==> src/rtl/alu_pipe.sv <==
// Pipelined Hack-style ALU with valid/ready handshakes and carry/overflow flags.
// Define ALU_MUL_EN to build in the iterative shift-add multiplier.
module alu_pipe #(
   parameter int WIDTH = 16
) (
   input  logic             clk,
   input  logic             reset,
   input  logic             in_valid,
   output logic             in_ready,
   input  logic [WIDTH-1:0] x,
   input  logic [WIDTH-1:0] y,
   input  logic             zx,
   input  logic             nx,
   input  logic             zy,
   input  logic             ny,
   input  logic             f,
   input  logic             no,
   input  logic             mul,
   output logic             out_valid,
   input  logic             out_ready,
   output logic [WIDTH-1:0] out,
   output logic             zr,
   output logic             ng,
   output logic             cy,
   output logic             ov
);

   typedef enum logic {IDLE, MUL} state_t;
   state_t state, state_next;

   logic [WIDTH-1:0] xz, xp, yz, yp;
   logic [WIDTH:0]   sum;
   logic [WIDTH-1:0] alu_r, alu_res;
   logic             alu_cy, alu_ov;

   assign xz = zx ? '0 : x;
   assign xp = nx ? ~xz : xz;
   assign yz = zy ? '0 : y;
   assign yp = ny ? ~yz : yz;

   // Flags come from the raw sum, before the optional output inversion.
   assign sum     = {1'b0, xp} + {1'b0, yp};
   assign alu_r   = f ? sum[WIDTH-1:0] : (xp & yp);
   assign alu_res = no ? ~alu_r : alu_r;
   assign alu_cy  = f & sum[WIDTH];
   assign alu_ov  = f & (xp[WIDTH-1] == yp[WIDTH-1]) & (sum[WIDTH-1] != xp[WIDTH-1]);

   logic             out_free;
   logic             load;
   logic             mul_start;
   logic [WIDTH-1:0] load_out;
   logic             load_cy, load_ov;

   assign out_free = !out_valid || out_ready;

`ifdef ALU_MUL_EN
   localparam int CW = $clog2(WIDTH + 1);

   logic [2*WIDTH-1:0] mcand, acc;
   logic [WIDTH-1:0]   mplier;
   logic [CW-1:0]      cnt;
   logic               mul_no;
   logic               mul_done;

   assign mul_done = (cnt == CW'(WIDTH));

   always_ff @(posedge clk or posedge reset) begin
      if (reset) begin
         mcand  <= '0;
         mplier <= '0;
         acc    <= '0;
         cnt    <= '0;
         mul_no <= 1'b0;
      end else if (mul_start) begin
         mcand  <= {{WIDTH{1'b0}}, xp};
         mplier <= yp;
         acc    <= '0;
         cnt    <= '0;
         mul_no <= no;
      end else if (state == MUL && !mul_done) begin
         if (mplier[0])
            acc <= acc + mcand;
         mcand  <= mcand << 1;
         mplier <= mplier >> 1;
         cnt    <= cnt + CW'(1);
      end
   end
`else
   logic mul_unused;
   assign mul_unused = mul;
`endif

   always_ff @(posedge clk or posedge reset) begin
      if (reset)
         state <= IDLE;
      else
         state <= state_next;
   end

   always_comb begin
      state_next = state;
      in_ready   = 1'b0;
      load       = 1'b0;
      mul_start  = 1'b0;
      load_out   = alu_res;
      load_cy    = alu_cy;
      load_ov    = alu_ov;
      case (state)
         IDLE: begin
            in_ready = !reset && out_free;
            if (in_valid && in_ready) begin
`ifdef ALU_MUL_EN
               if (mul) begin
                  mul_start  = 1'b1;
                  state_next = MUL;
               end else begin
                  load = 1'b1;
               end
`else
               load = 1'b1;
`endif
            end
         end
         MUL: begin
`ifdef ALU_MUL_EN
            // Finished product waits here, frozen, until the result register frees.
            if (mul_done && out_free) begin
               load       = 1'b1;
               load_out   = mul_no ? ~acc[WIDTH-1:0] : acc[WIDTH-1:0];
               load_cy    = 1'b0;
               load_ov    = |acc[2*WIDTH-1:WIDTH];
               state_next = IDLE;
            end
`else
            state_next = IDLE;
`endif
         end
         default: state_next = IDLE;
      endcase
   end

   // zr/ng are registered so that every output reads 0 out of reset.
   always_ff @(posedge clk or posedge reset) begin
      if (reset) begin
         out_valid <= 1'b0;
         out       <= '0;
         zr        <= 1'b0;
         ng        <= 1'b0;
         cy        <= 1'b0;
         ov        <= 1'b0;
      end else if (load) begin
         out_valid <= 1'b1;
         out       <= load_out;
         zr        <= (load_out == '0);
         ng        <= load_out[WIDTH-1];
         cy        <= load_cy;
         ov        <= load_ov;
      end else if (out_valid && out_ready) begin
         out_valid <= 1'b0;
      end
   end

endmodule
==> config.mk <==
export PLATFORM = sky130hd
export DESIGN_NAME = alu_pipe
export DESIGN_NICKNAME = d
export VERILOG_FILES = /design/src/rtl/alu_pipe.sv
export SDC_FILE = /design/constraint.sdc
export NUM_CORES = 1
export LEC_CHECK = 0
export BUFFER_PORTS_ARGS = -buffer_cell sky130_fd_sc_hd__buf_2
export CAP_MARGIN = 5
export CORE_MARGIN = 3
export CORE_UTILIZATION = 31
export CTS_CLUSTER_SIZE = 24
export DETAILED_ROUTE_END_ITERATION = 7
export PLACE_DENSITY_LB_ADDON = 0.05
export SYNTH_ARGS = -nofsm -noshare
export SYNTH_HDL_FRONTEND = slang
export SYNTH_SLANG_ARGS = --single-unit
==> constraint.sdc <==
create_clock -name clk -period 2.2 [get_ports clk]
set_clock_uncertainty 0.1 [all_clocks]
set_input_delay 0.33 -clock clk [delete_from_list [all_inputs] [get_ports clk]]
set_output_delay 0.33 -clock clk [all_outputs]
set_load 0.1 [all_outputs]
==> metrics.yaml, run 1 <==
finalCritPeriodShare_pct: 126
synth_cell_types: 56
report.final.slew_viol_count: 0
synth_seq_area_share_pct: 19.1
via_per_inst: 4.80
crit_path_start_kind: "input port"
ys_warn_count: 0
design_area_sq_um: 4330
post-route-util_pct: 54.4
cts_tree: "done"
max_freq_ghz: 0.359
layout-drive-gt1-share_pct: 52.0
grt_pass1_wl_mm: 12.0
cts_max_path_buffers: 2
cap_violations: 0
rows: 32
wirelength_mm: 7.12
worstPathMaxFanout: 8
hold_path_class: "input port to asynchronous set/reset pin"
synth_nets: 384
drtPass1Iterations: 4
die_area_sq_um: 9570
drt_iter0_drc: 57
gp_congestion: 0.768
synth-seq-cells: 20
wl_per_cell_microns: 12.7
fin_ws_ps: -582
final_cell_mix: "buf_4, buf_2, xnor2_1, nand2b_1, nand2_1"
crit_arrival_ps: 2860
async_flop_share_pct: 100
nets: 519
irDropWorstVdd_mv: 0.317
port_buffers: 63
grt_usage_pct: 14.7
overflow: 0
status: "finished, violations left"
initial_utilization_pct: 32.8
final_common_cell: "buf_4"
tightest_slew_ps: 457
syn_area_per_cell_sq_um: 8.07
p_leak_nw: 1.95
insertedDiodeCount: 0
rsz0062_at_grt: "yes"
synth-edff-count: 0
grt_max_degree: 39
die-height_microns: 97.8
numCtsBuffers: 3
dpl.hpwl_mm: 5.86
area_delta_synth_final_pct: 65.7
num_vias: 2688
io-pin-count: 65
pre_cts_slack_ps: -1160
syn_inst: 324
clock-root-buffer: "clkbuf_8"
drc: 0
critical_path_required_ps: 2280
grt_pass1_vias: 2592
synthFlopType: "dfrtp_1"
ant_nets: 0
hold_buffers: 0
cts_max_level: 1
placed_cell_area_sq_um: 3710
setup_viol: 15
numClockSinks: 20
antenna_found_initial: 0
clk_pin_slew_ps: 70
crit_type: "input port to flop"
die_w_microns: 97.8
synth_area_sq_um: 2620
core_sq_um: 7970
max_slew_margin_pct: 68.7
nFillCells: 771
powerDensity_nw_per_um2: 766
hold_violations: 0
cp-end-kind: "flop"
timing.final.crit_period_ps: 2780
violations: "negative setup slack"
clk_latency_ps: 250
[routing by layer]
layer  routed length, microns  global-route usage, %  up-vias  share of wire [%]
li1                         -                      -     1431                  -
met5                        0                      0        -                  0
met1                     3610                   21.7     1208                 51
met4                       58                   3.19        0               0.82
met3                      203                   1.00        4                2.9
met2                     3250                   23.4       45                 46
[path summary, 6_finish.rpt]
check / startpoint / to / slack (ps) / cells after the start
setup / recovery: zx / zr / -580 / 14
hold / removal: reset / out[15] / 40 / 3
setup reg to reg: out_valid / out[3] / 540 / 5
hold reg to reg: out[7] / out[7] / 380 / 2
max in group asynchronous: reset / out_valid / 1740 / 3
min in group clk: out_ready / out_valid / 190 / 2
[power by group]
group	internal, mW	switching (mW)	total (mW)	leakage (nW)
registers	0.467	0.0470	0.514	0.248
logic	0.953	1.59	2.54	1.68
clock network	0.159	0.108	0.267	0.0288
total	1.58	1.74	3.32	1.95
[sequential cells by signal, indices dropped and copies added, names as in the netlist]
name and count:
cy 1, out 16, out_valid 1, ov 1, zr 1
[final cells by class]
type | count | area, sq um | area share (%)
clock buffers | 4 | 55.1 | 1.27
inverters | 10 | 37.5 | 0.866
multi-input cells | 275 | 2540 | 58.7
flip-flops and latches | 20 | 502 | 11.6
well taps | 102 | 128 | 2.94
repair buffers | 149 | 1070 | 24.6
[stage by stage]
step | total power [mW] | TNS, ps | hold WS [ps] | std cells
after floorplan | 2.14 | -5620 | 210 | 324
after CTS | 3.25 | -5610 | 60.4 | 557
after global placement | 2.73 | -12350 | 332 | 543
final | 3.32 | -5300 | 41.9 | 560
after detailed placement | 2.74 | -12590 | 336 | 543
after global routing | 3.53 | -6920 | 76.6 | 560
[logic make-up (layout without fill, tap and decap cells)]
| family | count (synthesis) | in the layout | synth area share (%) |
|---|---|---|---|
| buf+inv | 29 | 163 | 4.35 |
| compound gates | 85 | 85 | 23.3 |
| xor+xnor | 49 | 49 | 16.4 |
| fa+ha+maj | 17 | 17 | 8.42 |
| simple gates | 115 | 115 | 24.7 |
| flops | 20 | 20 | 19.1 |
| mux | 9 | 9 | 3.64 |
[cells in the mapped netlist, drive strengths merged, types with 2 or more instances]
library cell  instances  area [sq um]
o21ai                27           135
nor2b                 8          50.1
a21oi                10          50.1
and4                  2          17.5
mux2                  4          45.0
a311o                 2          20.0
nor2                 11          41.3
a2111oi               2          17.5
buf                   4          20.0
o31ai                 3          22.5
nand4                 3          18.8
a311oi                4          35.0
o211ai                4          35.0
o21bai                2          18.8
clkbuf               15          56.3
or3                   6          37.5
mux2i                 5          50.1
nor3                  7          40.0
nor4                  2          12.5
xnor2                39           342
nand3b                4          30.0
inv                  10          37.5
nand2b               37           231
a31oi                 5          37.5
nand2                22          82.6
dfrtp                20           500
a31o                  2          17.5
nand3                 6          30.0
xor2                 10          87.6
ha                   16           200
a21o                  6          45.0
a211oi                9          82.6
and3                  3          18.8
[critical path: stages]
cell and delay [ps]:
buf_8 110, nand2b_4 140, xnor2_2 130, ha_2 190, fa_2 370, a211oi_4 260, buf_4 160, o21ai_4 70
a31o_1 260, o211a_4 260, a2bb2oi_2 130, nor3_2 190, o211ai_1 120, o21ai_1 120
[what timing repair did]
item / CTS / global route
buffers inserted: 13 / 3
resized for setup: 68 / 32
pin swaps: 37 / 30
endpoints found under the setup margin: 15 / 17
Note: power is estimated with default switching activity, not from simulation.
==> inputs of run 2 (changes only) <==
--- a/config.mk
+++ b/config.mk
@@ -7,6 +7,7 @@
 export LEC_CHECK = 0
 export BUFFER_PORTS_ARGS = -buffer_cell sky130_fd_sc_hd__buf_2
 export CAP_MARGIN = 5
+export CORE_ASPECT_RATIO = 1.25
 export CORE_MARGIN = 3
 export CORE_UTILIZATION = 31
 export CTS_CLUSTER_SIZE = 24
==> run 2 against run 1 <==
Against the previous run:
- the run still ends with negative setup slack left
- count of clock-buffer cells in the layout stayed put
- register-to-register slack worse by 230 ps
- sequential power hardly changed
- setup slack worse by 14 ps
==> metrics.yaml, run 2 (synthesis results as in run 1) <==
status: "finished, violations left"
violations: "negative setup slack"
worst-path-buf-inv: 2
pre_cts_slack_ps: -1240
reg2reg_depth: 8
final_common_cell: "buf_4"
antenna_found_initial: 0
numCtsBuffers: 3
nFillCells: 787
cp-end-kind: "flop"
numClockSinks: 20
irDropWorstVdd_mv: 0.333
nets: 526
cap_violations: 0
cts_max_path_buffers: 2
drt_iter0_drc: 75
report.final.slew_viol_count: 0
hold_path_class: "input port to asynchronous set/reset pin"
grt_pass1_wl_mm: 12.3
largest_reg_flops: 16
post-route-util_pct: 53.8
finalCritPeriodShare_pct: 127
hold_violations: 0
top_layer: "met4"
tightest_slew_ps: 490
max_freq_ghz: 0.358
multi_input_area_sq_um: 2500
die_area_sq_um: 9580
wl_met1_mm: 3.51
cts_max_level: 1
grt_pass1_vias: 2682
worstReg2RegStart: "out_valid"
worstPathMaxFanout: 7
hold_buffers: 0
core_sq_um: 8020
setup_tns_ps: -5270
fin_ws_ps: -596
clk_latency_ps: 250
r2r-end: "zr"
io-pin-count: 65
insertedDiodeCount: 0
timing.final.crit_period_ps: 2800
wl_per_cell_microns: 13.1
critical_path_required_ps: 2290
rows: 36
cp.depth: 13
wl_met2_mm: 3.56
ant_nets: 0
cts_tree: "done"
grt_max_degree: 34
via_per_inst: 4.91
drc: 0
port_buffers: 63
initial_utilization_pct: 32.6
dpl.hpwl_mm: 6.07
final_cell_mix: "buf_4, buf_2, xnor2_1, nand2b_1, nand2_1"
num_vias: 2751
die_w_microns: 88.2
wl_met3_microns: 234
seq_area_sq_um: 502
r2r_setup_slack_ps: 310
cpMaxStageDelayCell: "or4b_1"
grt_usage_pct: 15.5
clk_pin_slew_ps: 70
crit_type: "input port to flop"
layout-drive-gt1-share_pct: 51.0
clock-root-buffer: "clkbuf_8"
wirelength_mm: 7.35
setup_viol: 15
regMostFlops: "out"
placedCellCount: 542
area_delta_synth_final_pct: 64.9
stdcell_count: 560
overflow: 0
gp_congestion: 0.817
max_stage_delay_ps: 530
drtPass1Iterations: 4
powerDensity_nw_per_um2: 767
cpLargestDelayFamily: "compound AO/OA/AOI/OAI gates"
p_leak_nw: 1.96
max_slew_margin_pct: 67.6
power_mw: 3.31
crit_arrival_ps: 2880
crit_path_start_kind: "input port"
rsz0062_at_grt: "yes"
crit_path_cell_trace: "buf_8 -> nand2b_4 -> xnor2_4 -> ha_4 -> a211oi_4 -> buf_4 -> o21ai_4 -> o21ai_0 -> a31oi_4 -> or4b_1 -> a21oi_1 -> o211ai_1 -> o21ai_1"
die-height_microns: 109
-- run 2: metrics by stage --
| stage | area [sq um] | hold WS (ps) |
|---|---|---|
| detailed placement | 3740 | 366 |
| global route | 4310 | 120 |
| floorplan | 2820 | 210 |
| CTS | 4100 | 106 |
| global placement | 3740 | 359 |
| finish | 4310 | 85.8 |
-- run 2: area by class of cell --
| type | count | area share [%] |
|---|---|---|
| Inverter | 10 | 0.870 |
| Tap cell | 95 | 2.76 |
| Timing Repair Buffer | 156 | 25.7 |
| Multi-Input combinational cell | 275 | 58.0 |
| Clock buffer | 4 | 1.04 |
| Sequential cell | 20 | 11.6 |
-- run 2: worst max-delay path by stage --
stage,from,end
floorplan,ny,zr
global placement,zy,zr
detailed placement,zy,zr
CTS,zx,zr
global route,zy,zr
finish,zx,zr
-- run 2: worst min-delay path, cell delays in order --
cell	delay, ps
buf_2	90
inv_1	100
buf_4	290
-- run 2: layer usage --
metal	GRT usage, %	up-vias
li1	-	1446
met1	20.6	1246
met2	27.8	55
met4	2.59	0
met3	0.831	4
met5	0	-
-- run 2: repair_timing --
action	CTS	global route
pin swaps	48	34
endpoints found under the setup margin	15	17
resized for setup	52	37
setup buffers	11	7
-- run 2: where the power goes --
part           switching (mW)  total (mW)  internal, mW
Clock                   0.114       0.243         0.129
Sequential             0.0468       0.513         0.466
Combinational            1.59        2.55         0.964
==> inputs of run 3 (changes only) <==
--- a/config.mk
+++ b/config.mk
@@ -7,6 +7,8 @@
 export LEC_CHECK = 0
 export BUFFER_PORTS_ARGS = -buffer_cell sky130_fd_sc_hd__buf_2
 export CAP_MARGIN = 5
+export CELL_PAD_IN_SITES_DETAIL_PLACEMENT = 1
+export CELL_PAD_IN_SITES_GLOBAL_PLACEMENT = 2
 export CORE_ASPECT_RATIO = 1.25
 export CORE_MARGIN = 3
 export CORE_UTILIZATION = 31
==> run 3 against run 2 <==
Against the previous run:
- the flow still finishes with violations (negative setup slack)
- sequential share of layout area is 0.50 points lower
- design area grew 4.5%
- sequential cell count unchanged
- largest power group unchanged
==> metrics.yaml, run 3 (synthesis results as in run 1) <==
wirelength_mm: 8.60
crit_type: "input port to flop"
design_area_sq_um: 4510
hold_path_class: "input port to asynchronous set/reset pin"
grt_pass1_wl_mm: 13.5
drt_iter0_drc: 71
grt_max_degree: 39
max_slew_margin_pct: 60.4
io-pin-count: 65
irDropWorstVdd_mv: 0.324
clock-root-buffer: "clkbuf_8"
powerDensity_nw_per_um2: 769
port_buffers: 63
crit_arrival_ps: 2970
critical_path_required_ps: 2280
clk_latency_ps: 250
numCtsBuffers: 3
tightest_slew_ps: 595
gp_congestion: 0.740
grt_usage_pct: 17.2
nets: 534
worstPathMaxFanout: 5
drc: 0
stdcell_count: 568
status: "finished, violations left"
hold_violations: 0
rsz0062_at_grt: "yes"
insertedDiodeCount: 0
clk_pin_slew_ps: 70
die-height_microns: 109
cap_violations: 0
report.final.slew_viol_count: 0
placedCellCount: 543
p_seq_share_pct: 14.8
largest_reg_flops: 16
rows: 36
hold_buffers: 0
swShare_pct: 52.3
cp-end-kind: "flop"
cts_max_path_buffers: 2
hold_slack_ps: 58.2
violations: "negative setup slack"
fin_ws_ps: -687
die_area_sq_um: 9580
numClockSinks: 20
layout-drive-gt1-share_pct: 54.8
initial_utilization_pct: 32.6
num_vias: 2884
max_freq_ghz: 0.346
crit_path_start_kind: "input port"
cts_tree: "done"
p_leak_nw: 2.08
grt_pass1_vias: 2933
core_sq_um: 8020
switchingPower_mw: 1.81
wl_per_cell_microns: 15.1
overflow: 0
drtPass1Iterations: 4
timing.final.crit_period_ps: 2890
r2r_setup_slack_ps: 480
via_per_inst: 5.08
finalCritPeriodShare_pct: 131
cts_max_level: 1
area_delta_synth_final_pct: 72.3
setup_viol: 16
ant_nets: 0
die_w_microns: 88.2
final_cell_mix: "buf_4, buf_2, xnor2_1, nand2b_1, nand2_1"
pre_cts_slack_ps: -1140
final_common_cell: "buf_4"
p_int_mw: 1.65
p_clk_share_pct: 7.9
regMostFlops: "out"
placed_cell_area_sq_um: 3740
dpl.hpwl_mm: 6.53
combPwrFrac_pct: 77.3
antenna_found_initial: 0
-- run 3: cell types whose count changed in the layout (fill, tap and decap cells not counted), sizes merged --
cell | previous run | this run
buf | 156 | 164
-- run 3: through the flow --
stage | util (%) | TNS (ps) | power, mW
2_1_floorplan | - | -5620 | 2.14
3_3_place_gp | 46.6 | -12810 | 2.75
3_5_place_dp | 46.6 | -13310 | 2.79
4_1_cts | 53.0 | -5870 | 3.32
5_1_grt | 56.2 | -8120 | 3.68
6_report | 56.2 | -6340 | 3.47
-- run 3: final timing paths --
kind,start,to,cells after the start
max,zx,zr,14
min,reset,out[15],3
max reg2reg,out_valid,zr,8
min reg2reg,out[0],out[0],2
max in group asynchronous,reset,out_valid,3
min in group clk,out_ready,out_valid,2
-- run 3: power groups by stage --
stage	logic (mW)	clock network (mW)	registers (mW)
2_1_floorplan	0.884	0	1.25
3_3_place_gp	2.23	0	0.517
3_5_place_dp	2.26	0	0.522
4_1_cts	2.53	0.282	0.515
5_1_grt	2.86	0.294	0.526
6_report	2.68	0.272	0.513
-- run 3: what timing repair did --
item	4_1_cts	5_1_grt
gates cloned	0	0
endpoints found under the setup margin	16	17
resized for setup	76	40
setup buffers	19	8
pin swaps	63	32
-- run 3: worst max-delay path, cell delays in order --
cell	delay (ps)
buf_8	100
buf_6	110
nand2b_1	140
xnor2_1	130
ha_2	380
o211ai_1	160
buf_4	180
o21ai_4	170
a311o_1	210
a31oi_2	100
or4b_1	550
a21oi_1	140
o211ai_1	120
o21ai_1	160
-- run 3: cell type report --
type	instances	area, sq um
timing repair buffer	164	1190
clock buffer	4	55.1
fill	945	3510
inverter	10	37.5
multi-input combinational	275	2600
sequential	20	502
tap	95	119
-- run 3: metal layers --
metal | part of all wire (%) | vias to the layer above | global-route usage (%)
met5 | 0 | - | 0
met4 | 0.88 | 0 | 5.18
met3 | 2.5 | 6 | 1.21
li1 | - | 1461 | -
met1 | 42 | 1362 | 20.6
met2 | 55 | 55 | 32.4
